$ cat config.mk
export PLATFORM = sky130hd
export DESIGN_NAME = bk_mp_subtractor_flat
export DESIGN_NICKNAME = d
export VERILOG_FILES = /design/src/rtl/bk_mp_subtractor_if.sv /design/src/rtl/bk_mp_subtractor.sv /design/src/flat_wrapper.sv
export SDC_FILE = /design/constraint.sdc
export NUM_CORES = 1
export LEC_CHECK = 0
export CAP_MARGIN = 20
export CORE_ASPECT_RATIO = 1.1
export CORE_MARGIN = 2
export CORE_UTILIZATION = 46
export CTS_CLUSTER_SIZE = 10
export DETAILED_ROUTE_END_ITERATION = 10
export MAX_ROUTING_LAYER = met4
export PLACE_DENSITY = 0.76
export SETUP_SLACK_MARGIN = 0.05
export SYNTH_ARGS = -nofsm -noshare
export SYNTH_HDL_FRONTEND = slang
export SYNTH_SLANG_ARGS = --single-unit
export TNS_END_PERCENT = 1
$ cat constraint.sdc
create_clock -name CLK -period 3.7 [get_ports CLK]
set_input_delay 0.555 -clock CLK [delete_from_list [all_inputs] [get_ports CLK]]
set_output_delay 0.555 -clock CLK [all_outputs]
set_load 0.02 [all_outputs]
$ cat src/rtl/bk_mp_subtractor_if.sv
// Limb-stream bus for the multi-precision subtractor: operand limbs in, difference limbs and flags out.
interface bk_mp_subtractor_if #(
  parameter int WIDTH = 16,
  parameter int IDX_W = 4
) ();
  logic             in_valid;
  logic             in_ready;
  logic             in_first;
  logic             in_last;
  logic [WIDTH-1:0] a;
  logic [WIDTH-1:0] b;
  logic             out_valid;
  logic             out_ready;
  logic [WIDTH-1:0] out_diff;
  logic             out_last;
  logic [IDX_W-1:0] out_idx;
  logic             out_borrow;
  logic             out_zero;
  logic             out_err;

  modport master (
    output in_valid, in_first, in_last, a, b, out_ready,
    input  in_ready, out_valid, out_diff, out_last, out_idx, out_borrow, out_zero, out_err
  );

  modport slave (
    input  in_valid, in_first, in_last, a, b, out_ready,
    output in_ready, out_valid, out_diff, out_last, out_idx, out_borrow, out_zero, out_err
  );
endinterface

$ cat src/rtl/bk_mp_subtractor.sv
// Multi-precision subtractor/comparator: LS-limb-first stream, 16-bit Brent-Kung limb subtract,
// borrow chained between beats, running A<B and A==B flags.
module bk_mp_subtractor #(
  parameter int WIDTH = 16,  // prefix tree is built for 16 bits only
  parameter int IDX_W = 4
) (
  input logic              CLK,
  input logic              RST_N,
  bk_mp_subtractor_if.slave bus
);
  localparam int STAGES = 2;
  localparam logic [IDX_W-1:0] IDX_MAX = '1;

  typedef enum logic {IDLE, CHAIN} state_t;

  state_t           state, state_nxt;
  logic [STAGES:1]  vld_pipe;
  logic             en, xfer, start, bin;
  logic [WIDTH-1:0] s1_a, s1_b;
  logic             s1_first, s1_last;
  logic             borrow_reg, zero_reg;
  logic [IDX_W-1:0] idx;

  logic [WIDTH-1:0] g, p, gp, pp, diff;
  logic             borrow, zero_nxt, err_nxt;
  logic [IDX_W-1:0] idx_nxt;

  assign en           = !bus.out_valid || bus.out_ready;
  assign bus.in_ready = en;
  assign bus.out_valid = vld_pipe[STAGES];
  assign xfer         = en && vld_pipe[1];
  assign start        = (state == IDLE) || s1_first;
  assign bin          = start ? 1'b0 : borrow_reg;

  // a + ~b + ~bin through a Brent-Kung prefix; carry-in folded into bit 0's generate
  always_comb begin
    g  = s1_a & ~s1_b;
    p  = s1_a ^ ~s1_b;
    gp = g;
    pp = p;
    gp[0] = g[0] | (p[0] & ~bin);
    for (int lvl = 0; lvl < 4; lvl++) begin
      for (int i = (2 << lvl) - 1; i < WIDTH; i += (2 << lvl)) begin
        gp[i] = gp[i] | (pp[i] & gp[i - (1 << lvl)]);
        pp[i] = pp[i] & pp[i - (1 << lvl)];
      end
    end
    for (int lvl = 2; lvl >= 0; lvl--) begin
      for (int i = (3 << lvl) - 1; i < WIDTH; i += (2 << lvl)) begin
        gp[i] = gp[i] | (pp[i] & gp[i - (1 << lvl)]);
        pp[i] = pp[i] & pp[i - (1 << lvl)];
      end
    end
    diff   = p ^ {gp[WIDTH-2:0], ~bin};
    borrow = ~gp[WIDTH-1];
  end

  always_comb begin
    zero_nxt = (start || zero_reg) && (diff == '0);
    idx_nxt  = start ? '0 : ((idx == IDX_MAX) ? IDX_MAX : idx + 1'b1);
    // a first limb mid-chain abandons the old chain; a saturated index flags every extra limb
    err_nxt  = ((state == CHAIN) && s1_first) || (!start && (idx == IDX_MAX));
  end

  always_comb begin
    state_nxt = state;
    if (xfer) state_nxt = s1_last ? IDLE : CHAIN;
  end

  always_ff @(posedge CLK or negedge RST_N) begin
    if (!RST_N) state <= IDLE;
    else        state <= state_nxt;
  end

  always_ff @(posedge CLK or negedge RST_N) begin
    if (!RST_N) begin
      vld_pipe       <= '0;
      s1_a           <= '0;
      s1_b           <= '0;
      s1_first       <= 1'b0;
      s1_last        <= 1'b0;
      borrow_reg     <= 1'b0;
      zero_reg       <= 1'b1;
      idx            <= '0;
      bus.out_diff   <= '0;
      bus.out_last   <= 1'b0;
      bus.out_idx    <= '0;
      bus.out_borrow <= 1'b0;
      bus.out_zero   <= 1'b0;
      bus.out_err    <= 1'b0;
    end else if (en) begin
      vld_pipe <= {vld_pipe[STAGES-1:1], bus.in_valid};
      s1_a     <= bus.a;
      s1_b     <= bus.b;
      s1_first <= bus.in_first;
      s1_last  <= bus.in_last;
      if (vld_pipe[1]) begin
        bus.out_diff   <= diff;
        bus.out_last   <= s1_last;
        bus.out_idx    <= idx_nxt;
        bus.out_borrow <= borrow;
        bus.out_zero   <= zero_nxt;
        bus.out_err    <= err_nxt;
        borrow_reg     <= s1_last ? 1'b0 : borrow;
        zero_reg       <= s1_last ? 1'b1 : zero_nxt;
        idx            <= idx_nxt;
      end
    end
  end
endmodule

$ cat src/flat_wrapper.sv
// flat-port wrapper written by rule: the top's interface ports become plain ports
module bk_mp_subtractor_flat 
#(
  parameter int WIDTH = 16,                                          
  parameter int IDX_W = 4
)
  (CLK, RST_N, bus_in_valid, bus_in_first, bus_in_last, bus_a, bus_b, bus_out_ready, bus_in_ready, bus_out_valid, bus_out_diff, bus_out_last, bus_out_idx, bus_out_borrow, bus_out_zero, bus_out_err);
  bk_mp_subtractor_if #(.WIDTH(WIDTH), .IDX_W(IDX_W)) bus_i ();
  input logic CLK;
  input logic RST_N;
  input wire logic [$bits(bus_i.in_valid)-1:0] bus_in_valid;
  input wire logic [$bits(bus_i.in_first)-1:0] bus_in_first;
  input wire logic [$bits(bus_i.in_last)-1:0] bus_in_last;
  input wire logic [$bits(bus_i.a)-1:0] bus_a;
  input wire logic [$bits(bus_i.b)-1:0] bus_b;
  input wire logic [$bits(bus_i.out_ready)-1:0] bus_out_ready;
  output wire logic [$bits(bus_i.in_ready)-1:0] bus_in_ready;
  output wire logic [$bits(bus_i.out_valid)-1:0] bus_out_valid;
  output wire logic [$bits(bus_i.out_diff)-1:0] bus_out_diff;
  output wire logic [$bits(bus_i.out_last)-1:0] bus_out_last;
  output wire logic [$bits(bus_i.out_idx)-1:0] bus_out_idx;
  output wire logic [$bits(bus_i.out_borrow)-1:0] bus_out_borrow;
  output wire logic [$bits(bus_i.out_zero)-1:0] bus_out_zero;
  output wire logic [$bits(bus_i.out_err)-1:0] bus_out_err;
  assign bus_i.in_valid = bus_in_valid;
  assign bus_i.in_first = bus_in_first;
  assign bus_i.in_last = bus_in_last;
  assign bus_i.a = bus_a;
  assign bus_i.b = bus_b;
  assign bus_i.out_ready = bus_out_ready;
  assign bus_in_ready = bus_i.in_ready;
  assign bus_out_valid = bus_i.out_valid;
  assign bus_out_diff = bus_i.out_diff;
  assign bus_out_last = bus_i.out_last;
  assign bus_out_idx = bus_i.out_idx;
  assign bus_out_borrow = bus_i.out_borrow;
  assign bus_out_zero = bus_i.out_zero;
  assign bus_out_err = bus_i.out_err;
  bk_mp_subtractor #(.WIDTH(WIDTH), .IDX_W(IDX_W)) u_core (.CLK(CLK), .RST_N(RST_N), .bus(bus_i));
endmodule
======== Word level (Yosys, flattened, before mapping) ========
Cells that the tools add are included.
word-level totals
  flip-flop bits (word level) ............. 63
  output and inout port bits .............. 26
  logic and storage cells ................. 106
operators by class
  $add $sub $neg .......................... 1
  eq/ne operators ......................... 1
  muxes and demuxes ....................... 6
  bitwise logic cells ..................... 72
  reduce and logical (&&, ||, !) cells .... 12
operators with widths
  cell                 number
  $and 1x1->1          38
  $xor 16x16->16       2
  $or 1x1->1           27
  $and 16x16->16       1
  $logic_not 16->1     1
  $not 16->16          1
  $mux 4               2
  $add 4x1->4 const B  1
  $eq 4x4->1 const B   1
  $logic_and 1x1->1    4
  $logic_or 1x1->1     4
  $mux 1               4
  $not 1->1            3
  $logic_not 1->1      2
  $reduce_and 2->1     1

======== Longest topological paths before layout ========
Gate-level depths: netlist (run 1).
  depth in word-level cells ............... 22
  depth in mapped cells ................... 15
  gate-level depth less buffers ........... 15

======== Worst setup path before layout (run 1) ========
No wires, ideal clock.
  path type ............................... reg-to-reg
  from .................................... register u_core.state
  to ...................................... register u_core.zero_reg
  library setup time ...................... 0.064 ns
  arrival time ............................ 3.686 ns
  setup slack ............................. -0.050 ns
  stages on the path, launching flop included .. 15
  buffers on the path ..................... 0
  path through ............................ dfrtp_1 > nor2b_1 > and2_1 > fa_1 > fa_1 > nand2b_1 > a21oi_1 > nor3b_1 > o31a_2 > o21a_1 > fa_1 > and4b_1 > nand4_1 > or3_1 > nand3_1
on the way
  cells in the longest elaborated chain, start to end .. 22
  elaborated cells between the ends (all ways) .. 39
ends and longest elaborated chain
  element                   line                                            RTL
  start: declaration        bk_mp_subtractor.sv:16                          state_t state, state_nxt;
  start signal: assignment  bk_mp_subtractor.sv:72                          else state <= state_nxt;
  $not 1->1 (*)             bk_mp_subtractor.sv:32                          assign start = (state == IDLE) || s1_first;
  $logic_or 1x1->1 (*)      bk_mp_subtractor.sv:32
  $mux 1                    bk_mp_subtractor.sv:33                          assign bin = start ? 1'b0 : borrow_reg;
  $not 1->1                 bk_mp_subtractor.sv:41, bk_mp_subtractor.sv:54
  $and 1x1->1               bk_mp_subtractor.sv:41                          gp[0] = g[0] | (p[0] & ~bin);
  $or 1x1->1                bk_mp_subtractor.sv:41
  $and 1x1->1               bk_mp_subtractor.sv:44                          gp[i] = gp[i] | (pp[i] & gp[i - (1 << lvl)]);
  $or 1x1->1                bk_mp_subtractor.sv:44
  [... 6 more ...]          n/a
  $and 1x1->1               bk_mp_subtractor.sv:50                          gp[i] = gp[i] | (pp[i] & gp[i - (1 << lvl)]);
  $or 1x1->1                bk_mp_subtractor.sv:50
  $and 1x1->1               bk_mp_subtractor.sv:50
  $or 1x1->1                bk_mp_subtractor.sv:50
  $xor 16x16->16            bk_mp_subtractor.sv:54                          diff = p ^ {gp[WIDTH-2:0], ~bin};
  $logic_not 16->1          bk_mp_subtractor.sv:59                          zero_nxt = (start || zero_reg) && (diff == '0);
  $logic_and 1x1->1 (*)     bk_mp_subtractor.sv:59
  $mux 1 (*)                bk_mp_subtractor.sv:105                         zero_reg <= s1_last ? 1'b1 : zero_nxt;
  end signal: assignment    bk_mp_subtractor.sv:105
  end: declaration          bk_mp_subtractor.sv:21                          logic borrow_reg, zero_reg;
Every way passes the cells marked *; elsewhere a longest branch is shown, timed or not.
A chain may end at the register's enable or synchronous reset.

======== Final worst setup path (run 1) ========
Ends and elaborated chain as after synthesis.

==> results of run 1 <==
[area by class of cell]
cell class | instances | area (um2)
Sequential cell | 63 | 1578
Tap cell | 82 | 102.6
Clock inverter | 6 | 60.06
Multi-Input combinational cell | 195 | 1394
Fill cell | 537 | 2469
Timing Repair Buffer | 71 | 685.7
Clock buffer | 10 | 137.6
Inverter | 24 | 90.09
[report_power, final]
group / internal, mW / switching (mW) / leakage [nW]
Clock: 0.325 / 0.266 / 0.0981
Sequential: 0.854 / 0.102 / 0.762
Combinational: 0.452 / 0.490 / 0.972
Total: 1.63 / 0.858 / 1.83
[path summary, 6_finish.rpt]
| check | startpoint | end | slack [ns] |
|---|---|---|---|
| max in group asynchronous | RST_N | u_core.s1_b[8] | 2.57 |
| worst min-delay path | RST_N | u_core.bus.out_diff[1] | 0.31 |
| worst min register to register | u_core.bus.out_last | u_core.bus.out_last | 0.47 |
| worst max register to register | u_core.state | u_core.zero_reg | 0.1 |
| worst max-delay path | u_core.state | u_core.zero_reg | 0.1 |
| min in group CLK | u_core.bus.out_last | u_core.bus.out_last | 0.47 |
[layer usage]
metal / up-vias / wire [um] / global-route usage (%)
met5: - / 0 / -
li1: 1124 / - / -
met2: 72 / 3094 / 30.22
met1: 1091 / 2679 / 24.29
met4: 0 / 180 / 9.583
met3: 13 / 382 / 5.622
[worst max-delay path: stages (launching register included)]
cell,delay (ns)
sky130_fd_sc_hd__dfrtp_1,0.38
sky130_fd_sc_hd__nor2b_1,0.14
sky130_fd_sc_hd__and2_1,0.17
sky130_fd_sc_hd__fa_2,0.34
sky130_fd_sc_hd__fa_2,0.39
sky130_fd_sc_hd__nand2b_4,0.16
sky130_fd_sc_hd__a21oi_4,0.12
sky130_fd_sc_hd__nor3b_2,0.07
sky130_fd_sc_hd__o31a_2,0.29
sky130_fd_sc_hd__o21a_1,0.20
sky130_fd_sc_hd__fa_1,0.50
sky130_fd_sc_hd__and4b_1,0.22
sky130_fd_sc_hd__nand4_1,0.11
sky130_fd_sc_hd__or3_4,0.35
sky130_fd_sc_hd__nand3_1,0.08
[layout by cell type, fill, tap and decap left out, types with 4 or more instances in the layout]
master,count
sky130_fd_sc_hd__o21a_1,4
sky130_fd_sc_hd__o21ai_0,41
sky130_fd_sc_hd__clkbuf_8,10
sky130_fd_sc_hd__nand2_1,56
sky130_fd_sc_hd__inv_1,24
sky130_fd_sc_hd__nand2b_1,4
sky130_fd_sc_hd__a21oi_1,6
sky130_fd_sc_hd__dfrtp_1,62
sky130_fd_sc_hd__ha_1,15
sky130_fd_sc_hd__mux2_2,17
sky130_fd_sc_hd__buf_4,8
sky130_fd_sc_hd__nor2_1,4
sky130_fd_sc_hd__clkdlybuf4s50_1,62
sky130_fd_sc_hd__fa_1,7
sky130_fd_sc_hd__xor2_1,4
[kinds of logic after synthesis]
group / after synthesis / share of synthesized area (%)
AO/OA/AOI/OAI: 62 / 11.23
XOR/XNOR: 7 / 1.994
adder cells (fa/ha/maj): 24 / 11.96
buffers and inverters: 36 / 4.760
flip-flops: 63 / 51.30
multiplexers: 17 / 6.224
AND/OR/NAND/NOR: 85 / 12.53
[through the flow]
| step | worst slack [ns] | std cells |
|---|---|---|
| 2_1_floorplan | 0.07729 | 294 |
| 3_3_place_gp | 0.04684 | 434 |
| 3_5_place_dp | -0.06484 | 434 |
| 4_1_cts | 0.06477 | 450 |
| 5_1_grt | 0.01334 | 451 |
| 6_report | 0.09907 | 451 |
[what timing repair did]
item                       CTS  global route
setup endpoints to repair    2             2
setup buffers                0             1
gates cloned                 0             0
pin swaps                    4             6
gates resized for setup      1             2
==> results.sh, run 1 <==
export IMPL_synth_ff_latch_count=63
export IMPL_highest_fanout_seen_on_the_critical_path=3
export IMPL_number_of_global_route_vias_before_repair=2345
export IMPL_place_area_um2=3824
export IMPL_port_buffers=63
export IMPL_setup_tns_final_ns=0
export IMPL_worst_skew_pair_late_latency_ns=0.35
export IMPL_layout_min_cycle_time_ns=3.601
export IMPL_static_leakage_power_nw=1.831
export IMPL_final_core_util_pct=62.12
export IMPL_ctsLongestPathBuffers=2
export IMPL_slew_violations=0
export IMPL_vias=2300
export IMPL_report_final_hold_viol_count=0
export IMPL_wire_per_inst_um=14.05
export IMPL_synth_seq_area_share_pct=51.30
export IMPL_p_per_area_nw_per_um2=614.8
export IMPL_fin_skew_ns=0.008538
export IMPL_period_share_pct=97.32
export IMPL_synth_async_sr_flop_share_pct=100.0
export IMPL_layout_area_overhead_vs_synth_pct=31.61
export IMPL_postLayoutCellArea_um2=4048
export IMPL_die_h_um=89.76
export IMPL_critical_path_class="flip-flop to flip-flop"
export IMPL_design_core_area_um2=6516
export IMPL_postSynth_topFlopCell="sky130_fd_sc_hd__dfrtp_1"
export IMPL_cp_start_kind="flip-flop"
export IMPL_synth_area_top_cells="sky130_fd_sc_hd__dfrtp_1 50%, sky130_fd_sc_hd__nand2_1 6.8%, sky130_fd_sc_hd__o21ai_0 6.7%"
export IMPL_status="complete, no violations"
export IMPL_grt_start_max_net_pins=49
export IMPL_tritoncts="built"
export IMPL_die_outline_width_um=81.96
export IMPL_synthDistinctLibCells=37
export IMPL_synth_most_common_cell="sky130_fd_sc_hd__dfrtp_1"
export IMPL_post_layout_total_power_mw=2.488
export IMPL_detailedRoute_firstPassIterationCount=4
export IMPL_grt_usage_pct=19.92
export IMPL_gp_weighted_congestion=0.8211
export IMPL_netlist_top_cells_count="62 x sky130_fd_sc_hd__dfrtp_1, 56 x sky130_fd_sc_hd__nand2_1, 41 x sky130_fd_sc_hd__o21ai_0"
export IMPL_synth_edf_count=0
export IMPL_first_pass_grt_wire_length_um=10680
export IMPL_hp_class="input port to asynchronous set/reset pin"
export IMPL_yosysWarnings=0
export IMPL_worst_r2r_cell_count=14
export IMPL_cp_arrival_ns=3.89
export IMPL_syn_nets=356
export IMPL_grt_remaining_overflow=0
export IMPL_synth_cell_area_um2=3075
export IMPL_iteration_0_drc_markers=182
export IMPL_clock_sink_count=63
export IMPL_route_final_wire_length_um=6336
export IMPL_initial_utilization_pct=47.20
export IMPL_synth_largest_type_area_fraction_pct=50.45
export IMPL_slew_margin_rel_pct=44.22
export IMPL_worst_ir_drop_vdd_v=0.0003105
export IMPL_unrepaired_setup_endpoints_after_global_routing="yes"
export IMPL_drive_above_1_share_pct=14.36
export IMPL_postSynthCellCount=294
export IMPL_hold_buffer_count_at_cts=0
export IMPL_grt_antenna_before_repair=0
export IMPL_holdWs_ns=0.3060
export IMPL_layout_top_registers="u_core.bus.out_diff: 16 flops, u_core.s1_a: 16 flops, u_core.s1_b: 16 flops"
export IMPL_setup_violations=0
export IMPL_worst_setup_path_end_kind="flip-flop"
export IMPL_yosysTopAreaCell="sky130_fd_sc_hd__dfrtp_1"
export IMPL_worst_slew_pin_transition_ns=0.8368
export IMPL_post_drt_via_cell_ratio=5.100
export IMPL_dpl_hpwl_um=4828
export IMPL_drc=0
export IMPL_ctsRootBufferMaster="sky130_fd_sc_hd__clkbuf_8"
export IMPL_drv_cap=0
export IMPL_final_nets=426
export IMPL_cts_reportedPaths_clkPinSlew_ns=0.07
export IMPL_number_of_buffers_added_by_the_clock_tree_synthesis_step=9
export IMPL_antenna_diode_instance_count=0
export IMPL_top_level_ports=64
export IMPL_core_rowCount=31
export IMPL_max_clock_freq_mhz=277.7
export IMPL_ctsHtreeMaxLevel=3
export IMPL_floorplan_die_area_um2=7356
export IMPL_critical_path_required_ns=3.99
export IMPL_drt_antenna_violating_nets=0
export IMPL_syn_area_per_cell_um2=10.46
(Power assumes the default switching activity.)
==> run 2, diff against run 1 <==
CTS_BUF_LIST = sky130_fd_sc_hd__clkbuf_4 sky130_fd_sc_hd__clkbuf_8 sky130_fd_sc_hd__clkbuf_16   (was unset)
TNS_END_PERCENT = 10   (was 1)
==> results of run 2 <==
No change in the layout: final DEF, timing and power equal those of run 1.
